--- src/rtl/fan_pwm_gen.sv ---
// Fan PWM generator: saturates and floors the PID output, updates duty/period only at period wraps, and kick-starts the fan at full on.
// Outputs are registered, updating on the enabled tick; no backpressure, so every pid_valid_i strobe is accepted.
module fan_pwm_gen #(
    parameter int ADC_BITWIDTH  = 8,
    parameter int KICK_BITWIDTH = 4
) (
    input  logic                            clk_i,
    input  logic                            rstn_i,
    input  logic                            clk_en_i,
    input  logic signed [ADC_BITWIDTH:0]    pid_val_i,
    input  logic                            pid_valid_i,
    input  logic        [ADC_BITWIDTH:0]    period_i,
    input  logic        [ADC_BITWIDTH-1:0]  min_duty_i,
    input  logic        [KICK_BITWIDTH-1:0] kick_periods_i,
    output logic                            pwm_o,
    output logic        [ADC_BITWIDTH-1:0]  duty_o,
    output logic                            period_end_o,
    output logic        [1:0]               state_o
);

    typedef enum logic [1:0] {
        ST_OFF  = 2'd0,
        ST_KICK = 2'd1,
        ST_RUN  = 2'd2
    } state_t;

    localparam logic [ADC_BITWIDTH:0]    CNT_ONE  = 1;
    localparam logic [KICK_BITWIDTH-1:0] KICK_ONE = 1;

    logic [ADC_BITWIDTH:0]    cnt_q,   cnt_d;
    logic [ADC_BITWIDTH:0]    per_q,   per_d;
    logic [ADC_BITWIDTH-1:0]  pend_q,  pend_d;
    logic [ADC_BITWIDTH-1:0]  duty_q,  duty_d;
    logic [KICK_BITWIDTH-1:0] kick_q,  kick_d;
    state_t                   state_q, state_d;
    logic                     pwm_q,   pwm_d;
    logic                     pe_q,    pe_d;

    logic                     wrap;
    logic [ADC_BITWIDTH-1:0]  sat_duty;
    logic [ADC_BITWIDTH-1:0]  floor_duty;
    logic [ADC_BITWIDTH:0]    per_clamped;

    // A signed (W+1)-bit value that is non-negative always fits in W bits,
    // so only the negative side needs clamping.
    assign sat_duty    = pid_val_i[ADC_BITWIDTH] ? '0 : pid_val_i[ADC_BITWIDTH-1:0];
    assign floor_duty  = (pend_q == '0)        ? '0 :
                         (pend_q < min_duty_i) ? min_duty_i : pend_q;
    assign per_clamped = (period_i == '0) ? CNT_ONE : period_i;
    assign wrap        = clk_en_i && (cnt_q == per_q);

    always_comb begin
        pend_d  = pend_q;
        cnt_d   = cnt_q;
        per_d   = per_q;
        duty_d  = duty_q;
        kick_d  = kick_q;
        state_d = state_q;
        pwm_d   = pwm_q;
        pe_d    = wrap;

        if (pid_valid_i) begin
            pend_d = sat_duty;
        end

        if (clk_en_i) begin
            cnt_d = cnt_q + CNT_ONE;
        end

        if (wrap) begin
            cnt_d  = '0;
            per_d  = per_clamped;
            duty_d = floor_duty;
            unique case (state_q)
                ST_OFF: begin
                    if (floor_duty != '0) begin
                        if (kick_periods_i != '0) begin
                            state_d = ST_KICK;
                            kick_d  = kick_periods_i;
                        end else begin
                            state_d = ST_RUN;
                        end
                    end
                end
                ST_KICK: begin
                    if (floor_duty == '0) begin
                        state_d = ST_OFF;
                        kick_d  = '0;
                    end else begin
                        kick_d = kick_q - KICK_ONE;
                        if (kick_d == '0) begin
                            state_d = ST_RUN;
                        end
                    end
                end
                ST_RUN: begin
                    if (floor_duty == '0) begin
                        state_d = ST_OFF;
                    end
                end
                default: state_d = ST_OFF;
            endcase
        end

        // Pin is computed from next-state values so it lines up with cnt_q.
        if (clk_en_i) begin
            unique case (state_d)
                ST_KICK: pwm_d = 1'b1;
                ST_RUN:  pwm_d = (cnt_d < {1'b0, duty_d});
                default: pwm_d = 1'b0;
            endcase
        end
    end

    always_ff @(posedge clk_i or negedge rstn_i) begin
        if (!rstn_i) begin
            cnt_q   <= '0;
            per_q   <= '0;
            pend_q  <= '0;
            duty_q  <= '0;
            kick_q  <= '0;
            state_q <= ST_OFF;
            pwm_q   <= 1'b0;
            pe_q    <= 1'b0;
        end else begin
            cnt_q   <= cnt_d;
            per_q   <= per_d;
            pend_q  <= pend_d;
            duty_q  <= duty_d;
            kick_q  <= kick_d;
            state_q <= state_d;
            pwm_q   <= pwm_d;
            pe_q    <= pe_d;
        end
    end

    assign pwm_o        = pwm_q;
    assign duty_o       = duty_q;
    assign period_end_o = pe_q;
    assign state_o      = state_q;

endmodule

--- config.mk ---
export PLATFORM = sky130hd
export DESIGN_NAME = fan_pwm_gen
export DESIGN_NICKNAME = d
export VERILOG_FILES = /design/src/rtl/fan_pwm_gen.sv
export SDC_FILE = /design/constraint.sdc
export NUM_CORES = 1
export LEC_CHECK = 0
export ABC_AREA = 1
export CORE_MARGIN = 5
export CORE_UTILIZATION = 50
export CTS_BUF_LIST = sky130_fd_sc_hd__clkbuf_4 sky130_fd_sc_hd__clkbuf_8
export DETAILED_ROUTE_END_ITERATION = 7
export GPL_TIMING_DRIVEN = 0
export PLACE_DENSITY = 0.76
export RECOVER_POWER = 25
export SYNTH_ARGS = -nofsm -noshare
export SYNTH_HDL_FRONTEND = slang
export SYNTH_SLANG_ARGS = --single-unit
--- constraint.sdc ---
create_clock -name clk_i -period 3.4 [get_ports clk_i]
set_input_delay 0.68 -clock clk_i [delete_from_list [all_inputs] [get_ports clk_i]]
set_output_delay 0.68 -clock clk_i [all_outputs]
set_load 0.02 [all_outputs]
==> Yosys cells after proc, flatten, opt, wreduce, memory -nomap -nowiden <==
Cells that the tools add are included.
{ "totals": {"reg_bits": 42, "wordCells": 48} }
{ "classes": {"add_sub_neg": 2, "n_lt_le_gt_ge": 2, "n_eq_ne": 7, "muxes": 19, "n_reduce_logical": 10} }
{ "op_table": {"columns": ["cell", "n"], "rows": [
  ["$mux 8", 4],
  ["$mux 9", 3],
  ["$logic_not 8->1", 2],
  ["$mux 2", 6],
  ["$mux 4", 3],
  ["$add 9x1->9 const B", 1],
  ["$eq 9x9->1", 1],
  ["$logic_not 9->1", 1],
  ["$lt 9x8->1", 1],
  ["$lt 8x8->1", 1],
  ["$pmux 4 s2", 1],
  ["$reduce_bool 8->1", 1],
  ["$pmux 2 s3", 1],
  ["$eq 2x1->1 const B", 2],
  ["$eq 2x2->1 const B", 2],
  ["$logic_not 4->1", 1],
  ["$ne 2x2->1 const B", 2],
  ["$reduce_and 4->1", 1],
  ["$reduce_bool 4->1", 1],
  ["$sub 4x1->4 const B", 1],
  ["$logic_not 2->1", 1],
  ["$pmux 1 s2", 1],
  ["$reduce_bool 2->1", 1],
  ["$logic_and 1x1->1", 1]
]} }

==> Depth between registers and ports, before layout <==
Gate-level depths: netlist of the first run.
{ "logic_depth": {"depth_word": 9, "mapped_depth": 22, "depth_no_buf": 22} }

==> Worst setup path before layout of the first run <==
Ideal clock, no wire load.
{ "synth_timing": {"path_kind": "input-to-reg", "from": "input min_duty_i[7]", "to": "register pwm_q, in the netlist pwm_o", "arrival_ns": 2.800, "t_required_ns": 3.335, "path_slack_ns": 0.535, "stages": 20, "path_buffers": 1, "cell_sequence": "inv_1 -> ha_1 -> a21oi_1 -> o21a_1 -> buf_4 -> nand2_4 -> nand2_1 -> nand3_1 -> o21ai_0 -> inv_1 -> ha_1 -> a21oi_1 -> nor2_1 -> a211oi_1 -> nor2_1 -> nor2_1 -> nand3_1 -> nand2_1 -> nand2_1 -> nand2_1"} }
{ "synth_between": {"elab_cells_between_ends": 15, "classes_between": "order compare (2); eq/ne (2); mux (9); reduce/logical (2)"} }
{ "synth_lines": {"columns": ["item", "line", "rtl"], "rows": [
  ["start, declared", "13", "input logic [ADC_BITWIDTH-1:0] min_duty_i,"],
  ["$lt 8x8->1", "48", "(pend_q < min_duty_i) ? min_duty_i : pend_q;"],
  ["$mux 8", "48", null],
  ["$mux 8", "47", "assign floor_duty = (pend_q == '0) ? '0 :"],
  ["$mux 8", "70", "if (wrap) begin"],
  ["net duty_d[2]", "33", "logic [ADC_BITWIDTH-1:0] duty_q, duty_d;"],
  ["$lt 9x8->1", "109", "ST_RUN: pwm_d = (cnt_d < {1'b0, duty_d});"],
  ["$pmux 1 s2", "107", "unique case (state_d)"],
  ["end signal, assigned", "132", "pwm_q <= pwm_d;"],
  ["end, declared", "36", "logic pwm_q, pwm_d;"]
]} }
The timed path passes the listed nets, and every way through them passes these cells.
A chain may end at the register's enable or synchronous reset.

==> Final worst setup path of the first run <==
{ "layout_timing": {"from": "input min_duty_i[5]", "to": "register pwm_q, in the netlist pwm_o"} }
Same word-level chain as after synthesis.

==> reports/results.ini, run 1 <==
[run_status]
status=finished with violations
violations=max-capacitance violations, max-slew violations

[routing]
remaining_drc_errors=0
first_pass_iters=5
wl_per_cell_um=13.32
drtIter0Drc=148
via_per_inst=5.263
routed_wl_um=6779
vias=2679
ant_nets=0

[worst_setup_path]
cp-startpoint=min_duty_i[5]
crit_arrival_ps=3410
path_max_fanout=8
setup.worst_path.start_class=input port
cp-end-kind=register
crit_type=in -> reg
required_ps=3650
timing.rr.start=cnt_q[2]$_DFF_PN0_

[synth]
synth-edff-count=0
postSynthRegisterBits=42
ys_async_sr_fraction=1.000
synth_compound_area_frac=0.1001
synth_commonest_cells=nand2_1 (73), inv_1 (54), nor2_1 (51)
synthDominantCellAreaShare=0.3738
yosysMostFrequentCell=nand2_1
synthesis.nets=435
yosysTopAreaCell=dfrtp_1
yosysUniqueCellTypes=37
seq_area_frac_synth=0.3738
synth_simple_gate_area_share=0.3227
synth_xor_area_frac=0.02181
yosysWarnings=0
synth_top_family_by_area=simple AND/OR/NAND/NOR gates
synthAdderAreaFrac=0.08456
postSynthAreaPerCell_um2=7.360
synthFlopType=dfrtp_1
synth.cell_area_um2=2811
synthMuxAreaShare=0
synth_area_leaders=dfrtp_1 (37%), nand2_1 (9.7%), ha_1 (8.5%)
postSynthCellCount=382

[floorplanning]
row_count=27
num_io_pins=46
initial_core_util=0.5137
die_x_um=84.99
fp.dieH_um=84.99
die-area_um2=7222
coreArea_um2=5473

[grt]
grt.total_usage=0.1942
overflow=0
grt_antenna_before_repair=0
grt_pass1_vias=2677
grt_first_pass_wirelength_um=11430
grt_start_max_net_pins=29

[sta]
slew_violations=29
slew_headroom=-0.02667
tightest_slew_ps=1540
max_freq_ghz=0.3162
hold_ws_ps=437.1
setup_viol=0
setup_ws_ps=237.5
finClkSkew_ps=10.51
period_share=0.9302
finalHoldViolCount=0
layout_min_cycle_time_ps=3163
tns_ps=0

[clock_network]
ctsHoldBuffers=0
clock-sinks=42
clockRootBuffer=clkbuf_8
htreeDepth=2
clk_latency_ps=300
cts_buffers=5
cts.clk_slew.worst_paths_ps=90
ctsLongestPathBuffers=2
cts_tree=yes

[final_layout]
final_util=0.6520
layout-drive-gt1-share=0.1350
fillers=487
multi_input_area_um2=1584
syn_to_final_growth_pct=26.92
final-seq-area_um2=1051
diodes=0
num-nets-final=489

[placed_design]
place_ws_ps=-274.4
portBuffers=45
gp_congestion=0.8430
hpwl_um=5327

[run]
maxCapViolCount=1

[pwr]
power_density_nw_per_um2=564.9
leakage_nw=1.706
ir_drop_mv=0.2312

[worst_hold_path]
min_path_type=in -> async

routing by layer:
layer	share of wire	global-route usage	vias up
li1	-	-	1341
met1	0.40	0.2166	1237
met2	0.51	0.3566	81
met3	0.058	0.04369	20
met4	0.025	0.07338	0
met5	0	0	-
path summary, 6_finish.rpt:
path | end | slack [ps] | depth (start not counted)
hold reg to reg | pwm_o$_DFFE_PN0P_ | 480 | 2
hold / removal | per_q[6]$_DFFE_PN0N_ | 440 | 1
max in group asynchronous | duty_o[0]$_DFF_PN0_ | 1060 | 2
min in group clk_i | pwm_o$_DFFE_PN0P_ | 480 | 2
setup / recovery | pwm_o$_DFFE_PN0P_ | 240 | 21
setup reg to reg | pwm_o$_DFFE_PN0P_ | 560 | 19
where the power goes:
group	total (W)	leakage, nW	internal, W	switching, W
clock network	0.000408	0.0548	0.000227	0.000181
registers	0.000705	0.504	0.000604	0.000101
logic	0.000902	1.15	0.000386	0.000517
cell usage in the layout, fill, tap and decap left out, types with 4 or more instances in the layout:
master           netlist  layout
o21ai_0               21      19
clkbuf_8               0       5
nor2_2                 1       5
inv_1                 54      52
nor2_1                51      47
ha_1                  19      15
nor4_1                 5       5
clkdlybuf4s50_1        0      44
inv_2                  8      10
dfrtp_1               42      42
nor3_1                 6       6
xnor2_1                4       4
ha_4                   0       4
nand2_1               73      72
nand3_2                2       4
a21oi_1               15      12
nand2_2                5       6
buf_2                  3       4
o21ai_2                2       4
nand3_1               39      37
cell families after synthesis:
family	after synthesis
fa+ha+maj	19
xor+xnor	7
simple gates	196
flops	42
buf+inv	70
compound gates	48
per-stage QoR:
stage / power (W) / area [um^2] / cells
2_1_floorplan: 0.001282 / 2811 / 382
3_3_place_gp: 0.001503 / 3352 / 499
3_5_place_dp: 0.001545 / 3367 / 500
4_1_cts: 0.001961 / 3481 / 508
5_1_grt: 0.002177 / 3568 / 509
6_report: 0.002016 / 3568 / 509
registers in the layout, indices dropped and copies added, names as in the netlist:
register and cells:
kick_q 4, period_end_o 1, pwm_o 1, cnt_q 9, duty_o 8, per_q 9
pend_q 8, state_o 2
timing repair:
item	CTS	global route
buffers inserted	0	0
pin swaps	0	7
gates cloned	0	1
endpoints found under the setup margin	1	1
gates resized for setup	1	21
layout make-up:
class	instances	share of cell area
multi-input cells	270	0.4439
flip-flops and latches	42	0.2945
repair buffers	47	0.1269
inverters	65	0.06907
well taps	72	0.02525
clock buffers	6	0.02139
clock inverters	2	0.01052
plain buffers	5	0.008415
worst max-delay path: stages:
cell and delay [ps]:
clkdlybuf4s50_1 460, inv_1 80, ha_4 250, a21oi_2 120, o21a_1 180, buf_6 140
nand2_4 80, nand2_2 70, nand3_2 70, o21ai_2 180, inv_2 70, ha_4 240
a21oi_2 120, nor2_1 50, a211oi_1 190, nor2_1 80, nor2_2 120, nand3_1 80
nand2_1 60, nand2_1 40, nand2_1 40
(Power assumes the default switching activity.)
==> run 2: changes to the inputs <==
- CORE_UTILIZATION: 50 -> 31
- PLACE_DENSITY: 0.76 -> unset
==> reports/results.ini, run 2 (synthesis results as in run 1) <==
[sta]
finalHoldViolCount=0  ; unchanged
setup_ws_ps=152.1  ; -85.40 ps
slew_violations=32  ; +10%
layout_min_cycle_time_ps=3248  ; +85.40 ps
max_freq_ghz=0.3079  ; -2.6%
tns_ps=0  ; unchanged
finClkSkew_ps=6.147  ; -4.367 ps
setup_viol=0  ; unchanged
slew_headroom=-0.1413  ; -0.1147
tightest_slew_ps=1712  ; +172.0 ps
period_share=0.9553  ; +0.02512

[worst_setup_path]
crit_arrival_ps=3480  ; +70 ps
path_max_fanout=9  ; +1
cp-end-kind=register
crit_type=in -> reg
setup.worst_path.start_class=input port
required_ps=3630  ; -20 ps

[grt]
overflow=0  ; unchanged
grt_start_max_net_pins=32  ; +10%
grt.total_usage=0.1225  ; -0.07175
grt_first_pass_wirelength_um=11550  ; +1.1%
grt_pass1_vias=2583  ; -3.5%
grt_antenna_before_repair=0  ; unchanged

[floorplanning]
row_count=34  ; +26%
num_io_pins=46  ; unchanged
die-area_um2=11070  ; +53%
fp.dieH_um=105.2  ; +24%
die_x_um=105.2  ; +24%
coreArea_um2=8763  ; +60%
initial_core_util=0.3208  ; -0.1929

[pwr]
power_density_nw_per_um2=535.1  ; -5.3%
clockPowerShare=0.178  ; -0.025
leakage_nw=1.702  ; -0.21%
switching_power_w=0.0007683  ; -3.8%
ir_drop_mv=0.2158  ; -6.7%
p_int_w=0.001133  ; -6.9%
p_sw_frac=0.4041  ; +0.007885
pwr-share-seq=0.370  ; +0.020
p_comb_frac=0.452  ; +0.004

[final_layout]
layoutNonFillerInstCount=546  ; +7.3%
final_cell_mix=nand2_1 (73), inv_1 (54), nor2_1 (51), clkdlybuf4s50_1 (44), dfrtp_1 (42)
top_regs=cnt_q: 9 flops, per_q: 9 flops
final_area_um2=3553  ; -0.42%
syn_to_final_growth_pct=26.39
final_common_cell=nand2_1
num-nets-final=490  ; +0.20%
diodes=0  ; unchanged
layout-drive-gt1-share=0.1142  ; -0.02086

[clock_network]
clk_latency_ps=290  ; about the same
cts_buffers=5  ; unchanged
clock-sinks=42  ; unchanged
htreeDepth=2  ; unchanged
ctsLongestPathBuffers=2  ; unchanged
cts_tree=yes
clockRootBuffer=clkbuf_8
cts.clk_slew.worst_paths_ps=80  ; about the same
ctsHoldBuffers=0  ; unchanged

[run]
maxCapViolCount=1  ; unchanged

[routing]
remaining_drc_errors=0  ; unchanged
ant_nets=0  ; unchanged
routed_wl_um=6568  ; -3.1%
wl_per_cell_um=12.03  ; -9.7%
drtIter0Drc=85  ; -43%
vias=2550  ; -4.8%
via_per_inst=4.670  ; -11%
first_pass_iters=4  ; -1

[worst_hold_path]
min_path_type=in -> async

[run_status]
violations=max-capacitance violations, max-slew violations
status=finished with violations

[placed_design]
portBuffers=45  ; unchanged
hpwl_um=5418  ; +1.7%
gp_congestion=0.7950  ; -5.7%
place_ws_ps=-276.2  ; -1.762 ps
dp.cells=536  ; +7.2%
placed_area_um2=3412  ; +1.3%

[run 2: cell count changes in the layout (fill, tap and decap cells not counted), sizes merged]
| cell | delta |
|---|---|
| buf | +1 |
| bufinv | -1 |
| clkinv | +1 |
[run 2: path summary, 6_finish.rpt]
check | startpoint | endpoint | slack, ps | depth (start not counted)
setup / recovery | min_duty_i[5] | pwm_o$_DFFE_PN0P_ | 150 | 21
hold / removal | rstn_i | per_q[8]$_DFFE_PN0N_ | 380 | 1
setup reg to reg | cnt_q[4]$_DFF_PN0_ | pwm_o$_DFFE_PN0P_ | 650 | 19
hold reg to reg | pwm_o$_DFFE_PN0P_ | pwm_o$_DFFE_PN0P_ | 490 | 2
max in group asynchronous | rstn_i | pend_q[2]$_DFFE_PN0P_ | 1010 | 2
min in group clk_i | pwm_o$_DFFE_PN0P_ | pwm_o$_DFFE_PN0P_ | 490 | 2
[run 2: final cells by class]
type                       instances  area (um^2)
fill                             958         5210
multi-input combinational        270         1533
sequential                        42         1051
timing repair buffer              48        462.9
inverter                          65        246.5
tap                              108        135.1
clock buffer                       6        82.58
buffer                             5        30.03
clock inverter                     2        12.51
[run 2: timing repair]
item / CTS / global route
endpoints found under the hold margin: 0 / 0
pin swaps: 0 / 3
cloned: 0 / 0
setup endpoints to repair: 1 / 1
gates resized for setup: 1 / 12
setup buffers: 0 / 2
[run 2: metal layers]
metal / track usage / vias up / part of all wire
met5: 0 / - / 0
met4: 0.01644 / 0 / 0.0041
met3: 0.02751 / 2 / 0.038
met2: 0.2140 / 54 / 0.49
met1: 0.1584 / 1152 / 0.47
li1: - / 1342 / -
[run 2: power by group through the flow]
| stage | Sequential, W | Combinational (W) | Clock [W] |
|---|---|---|---|
| 4_1_cts | 0.000703 | 0.000835 | 0.000353 |
| 2_1_floorplan | 0.000724 | 0.000558 | 0 |
| 5_1_grt | 0.000718 | 0.000982 | 0.000374 |
| 3_5_place_dp | 0.000713 | 0.000825 | 0 |
| 6_report | 0.000704 | 0.000860 | 0.000338 |
| 3_3_place_gp | 0.000712 | 0.000807 | 0 |
[run 2: worst max-delay path, stage by stage]
cell,delay (ps)
clkdlybuf4s50_1,450
inv_1,60
ha_1,320
a21oi_2,140
o21a_1,130
buf_6,130
nand2_4,80
nand2_1,70
nand3_1,100
o21ai_2,170
inv_1,70
ha_1,310
a21oi_2,120
nor2_1,60
a211oi_2,150
nor2_1,70
nor2_1,130
nand3_1,90
nand2_1,60
nand2_1,40
nand2_1,50
[run 2: stage by stage]
step                  util  total power, W  hold slack [ps]
finish              0.4055        0.001902            381.1
global route        0.4055        0.002074            415.1
CTS                 0.4002        0.001891            270.4
detailed placement  0.3893        0.001538            468.7
global placement    0.3876        0.001519            470.4
floorplan                -        0.001282            384.4
